### src/rtl/tftp_rx_pkg.sv
// Shared constants for the Ethernet/TFTP receive path: FSM states, header offsets,
// protocol constants and a bit-reversal helper for the reflected CRC.
package tftp_rx_pkg;

  typedef enum logic [1:0] {
    ST_IDLE,
    ST_PREAMBLE,
    ST_FRAME,
    ST_DROP
  } rx_state_t;

  localparam int unsigned ETH_TYPE_OFF = 12;
  localparam int unsigned IP_VIHL_OFF  = 14;
  localparam int unsigned IP_PROTO_OFF = 23;
  localparam int unsigned UDP_DST_OFF  = 36;

  localparam logic [15:0] ETHERTYPE_IPV4 = 16'h0800;
  localparam logic [7:0]  IP_VIHL_5      = 8'h45;
  localparam logic [7:0]  IP_PROTO_UDP   = 8'h11;
  localparam logic [7:0]  SFD            = 8'hD5;
  localparam logic [7:0]  PREAMBLE_BYTE  = 8'h55;
  localparam logic [31:0] CRC_POLY       = 32'h04C11DB7;
  localparam logic [31:0] CRC_RESIDUE    = 32'hC704DD7B;

  function automatic logic [31:0] bitrev32(input logic [31:0] v);
    logic [31:0] r;
    r = '0;
    for (int unsigned i = 0; i < 32; i++) r[i] = v[31-i];
    return r;
  endfunction

endpackage

### src/rtl/eth_crc32_byte.sv
// Combinational one-byte step of the reflected Ethernet CRC-32 (LSB of data first).
module eth_crc32_byte
  import tftp_rx_pkg::*;
(
  input  logic [31:0] crc_in,
  input  logic [7:0]  data,
  output logic [31:0] crc_out
);

  localparam logic [31:0] POLY_REFL = bitrev32(CRC_POLY);

  logic [31:0] c;

  always_comb begin
    c = crc_in;
    for (int unsigned i = 0; i < 8; i++) begin
      if (c[0] ^ data[i]) c = (c >> 1) ^ POLY_REFL;
      else                c = c >> 1;
    end
    crc_out = c;
  end

endmodule

### src/rtl/eth_rx_frame.sv
// Ethernet receive front end: strips preamble/SFD, indexes frame bytes, extracts the UDP
// destination port and IPv4/UDP flag. FCS checking is built only when RX_FCS_CHECK_EN is defined.
module eth_rx_frame
  import tftp_rx_pkg::*;
#(
  parameter int unsigned PREAMBLE_MIN = 2,
  parameter int unsigned LEN_W        = 11
) (
  input  logic             clk,
  input  logic             reset,
  input  logic             rx_dv,
  input  logic [7:0]       rx_data,
  output logic             byte_valid,
  output logic [7:0]       cnt,
  output logic [7:0]       eth_data,
  output logic [15:0]      udp_dst,
  output logic             is_ipv4_udp,
  output logic             frame_done,
  output logic [LEN_W-1:0] frame_len,
  output logic             fcs_ok
);

  localparam logic [7:0]       PRE_MIN_B  = 8'(PREAMBLE_MIN);
  localparam logic [LEN_W-1:0] OFF_TYPE0  = LEN_W'(ETH_TYPE_OFF);
  localparam logic [LEN_W-1:0] OFF_TYPE1  = LEN_W'(ETH_TYPE_OFF + 1);
  localparam logic [LEN_W-1:0] OFF_VIHL   = LEN_W'(IP_VIHL_OFF);
  localparam logic [LEN_W-1:0] OFF_PROTO  = LEN_W'(IP_PROTO_OFF);
  localparam logic [LEN_W-1:0] OFF_UDP_HI = LEN_W'(UDP_DST_OFF);
  localparam logic [LEN_W-1:0] OFF_UDP_LO = LEN_W'(UDP_DST_OFF + 1);
  localparam logic [7:0]       TYPE_HI    = ETHERTYPE_IPV4[15:8];
  localparam logic [7:0]       TYPE_LO    = ETHERTYPE_IPV4[7:0];

  rx_state_t        state;
  logic [7:0]       pre_cnt;
  logic [LEN_W-1:0] len_cnt;
  logic [7:0]       udp_hi;
  logic             hdr_ok;

`ifdef RX_FCS_CHECK_EN
  localparam logic [31:0] RESIDUE_REFL = bitrev32(CRC_RESIDUE);

  logic [31:0] crc_q;
  logic [31:0] crc_next;

  eth_crc32_byte u_crc (
    .crc_in  (crc_q),
    .data    (rx_data),
    .crc_out (crc_next)
  );
`else
  assign fcs_ok = 1'b1;
`endif

  always_ff @(posedge clk) begin
    if (reset) begin
      state       <= ST_IDLE;
      pre_cnt     <= '0;
      len_cnt     <= '0;
      udp_hi      <= '0;
      hdr_ok      <= 1'b0;
      byte_valid  <= 1'b0;
      cnt         <= '0;
      eth_data    <= '0;
      udp_dst     <= '0;
      is_ipv4_udp <= 1'b0;
      frame_done  <= 1'b0;
      frame_len   <= '0;
`ifdef RX_FCS_CHECK_EN
      crc_q       <= '1;
      fcs_ok      <= 1'b0;
`endif
    end else begin
      byte_valid <= 1'b0;
      frame_done <= 1'b0;
      case (state)
        ST_IDLE: begin
          if (rx_dv) begin
            if (rx_data == PREAMBLE_BYTE) begin
              state   <= ST_PREAMBLE;
              pre_cnt <= 8'd1;
            end else begin
              state <= ST_DROP;
            end
          end
        end
        ST_PREAMBLE: begin
          if (!rx_dv) begin
            state <= ST_IDLE;
          end else if (rx_data == PREAMBLE_BYTE) begin
            if (pre_cnt != 8'hFF) pre_cnt <= pre_cnt + 8'd1;
          end else if (rx_data == SFD && pre_cnt >= PRE_MIN_B) begin
            state       <= ST_FRAME;
            len_cnt     <= '0;
            udp_dst     <= '0;
            is_ipv4_udp <= 1'b0;
            hdr_ok      <= 1'b0;
`ifdef RX_FCS_CHECK_EN
            crc_q       <= '1;
`endif
          end else begin
            state <= ST_DROP;
          end
        end
        ST_FRAME: begin
          if (!rx_dv) begin
            state      <= ST_IDLE;
            frame_done <= 1'b1;
            frame_len  <= len_cnt;
`ifdef RX_FCS_CHECK_EN
            fcs_ok     <= (crc_q == RESIDUE_REFL);
`endif
          end else begin
            eth_data   <= rx_data;
            byte_valid <= 1'b1;
            // len_cnt doubles as the index of the incoming byte; it never returns to 0 mid-frame.
            if (len_cnt == '0)       cnt <= '0;
            else if (cnt != 8'hFF)   cnt <= cnt + 8'd1;
            if (len_cnt != '1)       len_cnt <= len_cnt + 1'b1;
            if (len_cnt == OFF_TYPE0) hdr_ok <= (rx_data == TYPE_HI);
            if (len_cnt == OFF_TYPE1) hdr_ok <= hdr_ok && (rx_data == TYPE_LO);
            if (len_cnt == OFF_VIHL)  hdr_ok <= hdr_ok && (rx_data == IP_VIHL_5);
            if (len_cnt == OFF_PROTO) is_ipv4_udp <= hdr_ok && (rx_data == IP_PROTO_UDP);
            if (len_cnt == OFF_UDP_HI) udp_hi <= rx_data;
            if (len_cnt == OFF_UDP_LO) udp_dst <= {udp_hi, rx_data};
`ifdef RX_FCS_CHECK_EN
            crc_q <= crc_next;
`endif
          end
        end
        ST_DROP: begin
          if (!rx_dv) state <= ST_IDLE;
        end
        default: state <= ST_IDLE;
      endcase
    end
  end

endmodule

### config.mk
export PLATFORM = sky130hd
export DESIGN_NAME = eth_rx_frame
export DESIGN_NICKNAME = d
export VERILOG_FILES = /design/src/rtl/tftp_rx_pkg.sv /design/src/rtl/eth_crc32_byte.sv /design/src/rtl/eth_rx_frame.sv
export SDC_FILE = /design/constraint.sdc
export NUM_CORES = 1
export LEC_CHECK = 0
export ABC_AREA = 1
export CORE_AREA = 8 8 100 102
export CTS_CLUSTER_SIZE = 28
export DETAILED_ROUTE_END_ITERATION = 10
export DIE_AREA = 0 0 108 110
export PLACE_DENSITY = 0.76
export RECOVER_POWER = 25
export SYNTH_ARGS = -nofsm -noshare
export SYNTH_HDL_FRONTEND = slang
export SYNTH_HIERARCHICAL = 1
export SYNTH_SLANG_ARGS = --single-unit
### constraint.sdc
create_clock -name clk -period 1.7 [get_ports clk]
set_clock_uncertainty 0.15 [all_clocks]
set_input_delay 0.34 -clock clk [delete_from_list [all_inputs] [get_ports clk]]
set_output_delay 0.34 -clock clk [all_outputs]
set_load 0.05 [all_outputs]
==> impl_metrics.csv <==
group,metric,value,unit
cells_and_area,n_antenna_cell,0,
cts,clk_pin_slew,0.10,ns
cells_and_area,final_common_cell,"buf_4",
power,clkPwrFrac,19.3,%
global_route,grt_pass1_wl,23200,um
power,switching_share,43.9,%
logic_synthesis,synthFlopType,"dfxtp_1",
logic_synthesis,syn_area,4090,um2
place,place_area,5940,um2
critical_path,start_kind,"register",
critical_path,worst_ep_required_time,1.83,ns
logic_synthesis,ys_types,37,
timing,rsz0062_at_grt,"yes",
logic_synthesis,syn_inst,608,
power,p_switching,4110,uW
global_route,grtUsageMet1,25.1,%
place,dp_hpwl,8900,um
detailed_routing,vias_per_cell,5.94,
power,p_leak,0.00300,uW
global_route,grt_usage,24.2,%
floorplan,start_util,48.3,%
logic_synthesis,synth_fp_nets,630,
run_status,violations,"setup timing",
floorplan,die_h,110,um
global_route,grt_pass1_vias,4953,
global_route,gr-usage-met2,43.6,%
global_route,met3_usage,5.70,%
job,maxCapViolCount,0,
worst_hold_path,hold_class,"register to register",
logic_synthesis,synth-seq-area-share,37.2,%
critical_path,critPathArrivalTime,2.13,ns
cts,htree_levels,3,
timing,setup_tns,-6.97,ns
global_route,grt.busiest_layer,"met2",
cts,cts_tree,"done",
detailed_routing,drt_pass1_iterations,6,
cells_and_area,final_cell_count_no_fill,896,
place,port_buffers,56,
detailed_routing,drc,0,
detailed_routing,dr_total_vias,5318,
global_route,antenna_found_initial,0,
timing,finalSetupViolCount,61,
logic_synthesis,synth-edff-count,0,
timing,finalCriticalPeriod,2.00,ns
detailed_routing,postRouteAntennaNets,0,
floorplan,io_pins,58,
critical_path,cp_max_fo,8,
detailed_routing,drtIter0Drc,399,
cts,clk-insertion-delay-late,0.38,ns
logic_synthesis,ys_ff_latch,76,
floorplan,die_area,11900,um2
floorplan,core_area,8470,um2
power,vdd_drop_max,0.842,mV
cells_and_area,layout.nets,805,
detailed_routing,wire_per_inst,20.8,um
logic_synthesis,avgSynthCellArea,6.73,um2
cts,cts_root_buf,"clkbuf_8",
critical_path,crit_type,"register to register",
timing,hold_violations,0,
power,internal_power,5240,uW
timing,setup_slack,-0.300,ns
floorplan,fp.dieW,108,um
global_route,grt_max_degree,25,
cts,clk_path_buf_depth,2,
place,gp_congestion,0.910,
cts,cts_buffers,9,
cells_and_area,drive_above_1_share,45.6,%
power,p_comb_share,54.8,%
run_status,status,"complete, but fails checks",
floorplan,rows,34,
detailed_routing,totalWireLength,18600,um
logic_synthesis,async_flop_share,0,%
timing,finalCritPeriodShare,118,%
cts,cts.sinks,76,
power,p_seq_share,26.0,%
cells_and_area,fin_area,7200,um2
cells_and_area,fin_util,85.0,%
place,dp_slack,-0.608,ns
place,placedCellCount,853,
cells_and_area,final_cell_mix,"108 x buf_4, 104 x nand2_1, 76 x inv_1",
power,power_density,1300,nW/um2
critical_path,crit_path_end_kind,"register",
logic_synthesis,yosysWarnings,6,
timing,slew_viol_final,0,
timing,fmax,0.500,GHz
cells_and_area,area_growth,76.0,%
global_route,grt_overflow,0,
power by group through the flow:
stage | logic (uW) | registers (uW) | clock network, uW
6_report | 5120 | 2430 | 1800
5_1_grt | 5330 | 2450 | 1840
4_1_cts | 4240 | 2360 | 1740
3_5_place_dp | 3870 | 2400 | 0
3_3_place_gp | 3790 | 2380 | 0
2_1_floorplan | 1340 | 3120 | 0
layout make-up:
| type | count | area [um2] |
|---|---|---|
| fillers | 397 | 1270 |
| well taps | 108 | 135 |
| repair buffers | 182 | 2120 |
| flip-flops and latches | 76 | 1550 |
| clock buffers | 9 | 124 |
| multi-input cells | 421 | 2770 |
| clock inverters | 7 | 124 |
| inverters | 93 | 382 |
state kept, by name, indices dropped and copies added, names as in the netlist:
register     cells
udp_dst         16
udp_hi           8
cnt              8
hdr_ok           1
frame_len       11
byte_valid       1
eth_data         8
pre_cnt          8
is_ipv4_udp      1
state            2
frame_done       1
len_cnt         11
path summary, 6_finish.rpt:
path	startpoint	to	slack, ns	depth (start not counted)
setup / recovery	pre_cnt[0]	udp_dst[3]	-0.30	13
hold / removal	udp_hi[6]	udp_hi[6]	0.33	2
hold reg to reg	udp_hi[6]	udp_hi[6]	0.33	2
setup reg to reg	pre_cnt[0]	udp_dst[3]	-0.30	13
cells in the mapped netlist (2+ instances only):
| library cell | number | area [um2] |
|---|---|---|
| a211oi_1 | 8 | 60.1 |
| a21oi_1 | 43 | 215 |
| buf_2 | 7 | 35.0 |
| buf_4 | 2 | 15.0 |
| buf_6 | 3 | 33.8 |
| clkbuf_1 | 8 | 30.0 |
| dfxtp_1 | 76 | 1520 |
| ha_1 | 11 | 138 |
| inv_1 | 87 | 327 |
| inv_2 | 6 | 22.5 |
| nand2_1 | 135 | 507 |
| nand2_2 | 9 | 56.3 |
| nand3_1 | 43 | 215 |
| nand4_1 | 6 | 37.5 |
| nor2_1 | 82 | 308 |
| nor2_2 | 3 | 18.8 |
| nor2_4 | 2 | 22.5 |
| nor3_1 | 14 | 70.1 |
| nor3b_1 | 2 | 15.0 |
| o21ai_0 | 34 | 170 |
| xor2_1 | 11 | 96.3 |
worst max-delay path, stage by stage (launching register included):
cell      delay (ns)
dfxtp_2         0.36
inv_2           0.05
ha_4            0.15
inv_2           0.05
nand2_2         0.05
nor2_2          0.10
nand2_1         0.08
nand2_2         0.12
a21boi_4        0.08
buf_12          0.15
o21ai_4         0.13
nand2_1         0.22
inv_1           0.13
nor2_1          0.06
through the flow:
step	hold WS [ns]	power, uW
after floorplan	0.280	4470
after global placement	0.291	6170
after detailed placement	0.296	6270
after CTS	0.306	8340
after global routing	0.359	9620
final	0.331	9350
metal layers:
layer  wire length (um)  up-vias
met4               1260        0
li1                   -     2273
met5                  0        -
met1               6620     2497
met3               1760      141
met2               9010      407
cells by family after synthesis:
group	count (synthesis)	synth area share (%)
fa+ha+maj	11	3.36
xor+xnor	12	2.57
flops	76	37.2
buf+inv	115	12.0
other cells	1	0.0917
compound gates	91	12.5
simple gates	302	32.2
repair_timing:
item                       CTS  global route
setup endpoints to repair   66            75
gates resized for setup     81           160
hold endpoints to repair     0             0
hold buffers                 0             0
cloned                       3             6
pin swaps                   21            49
buffers inserted            11             9
No activity file was read; power rests on OpenSTA's default activity.
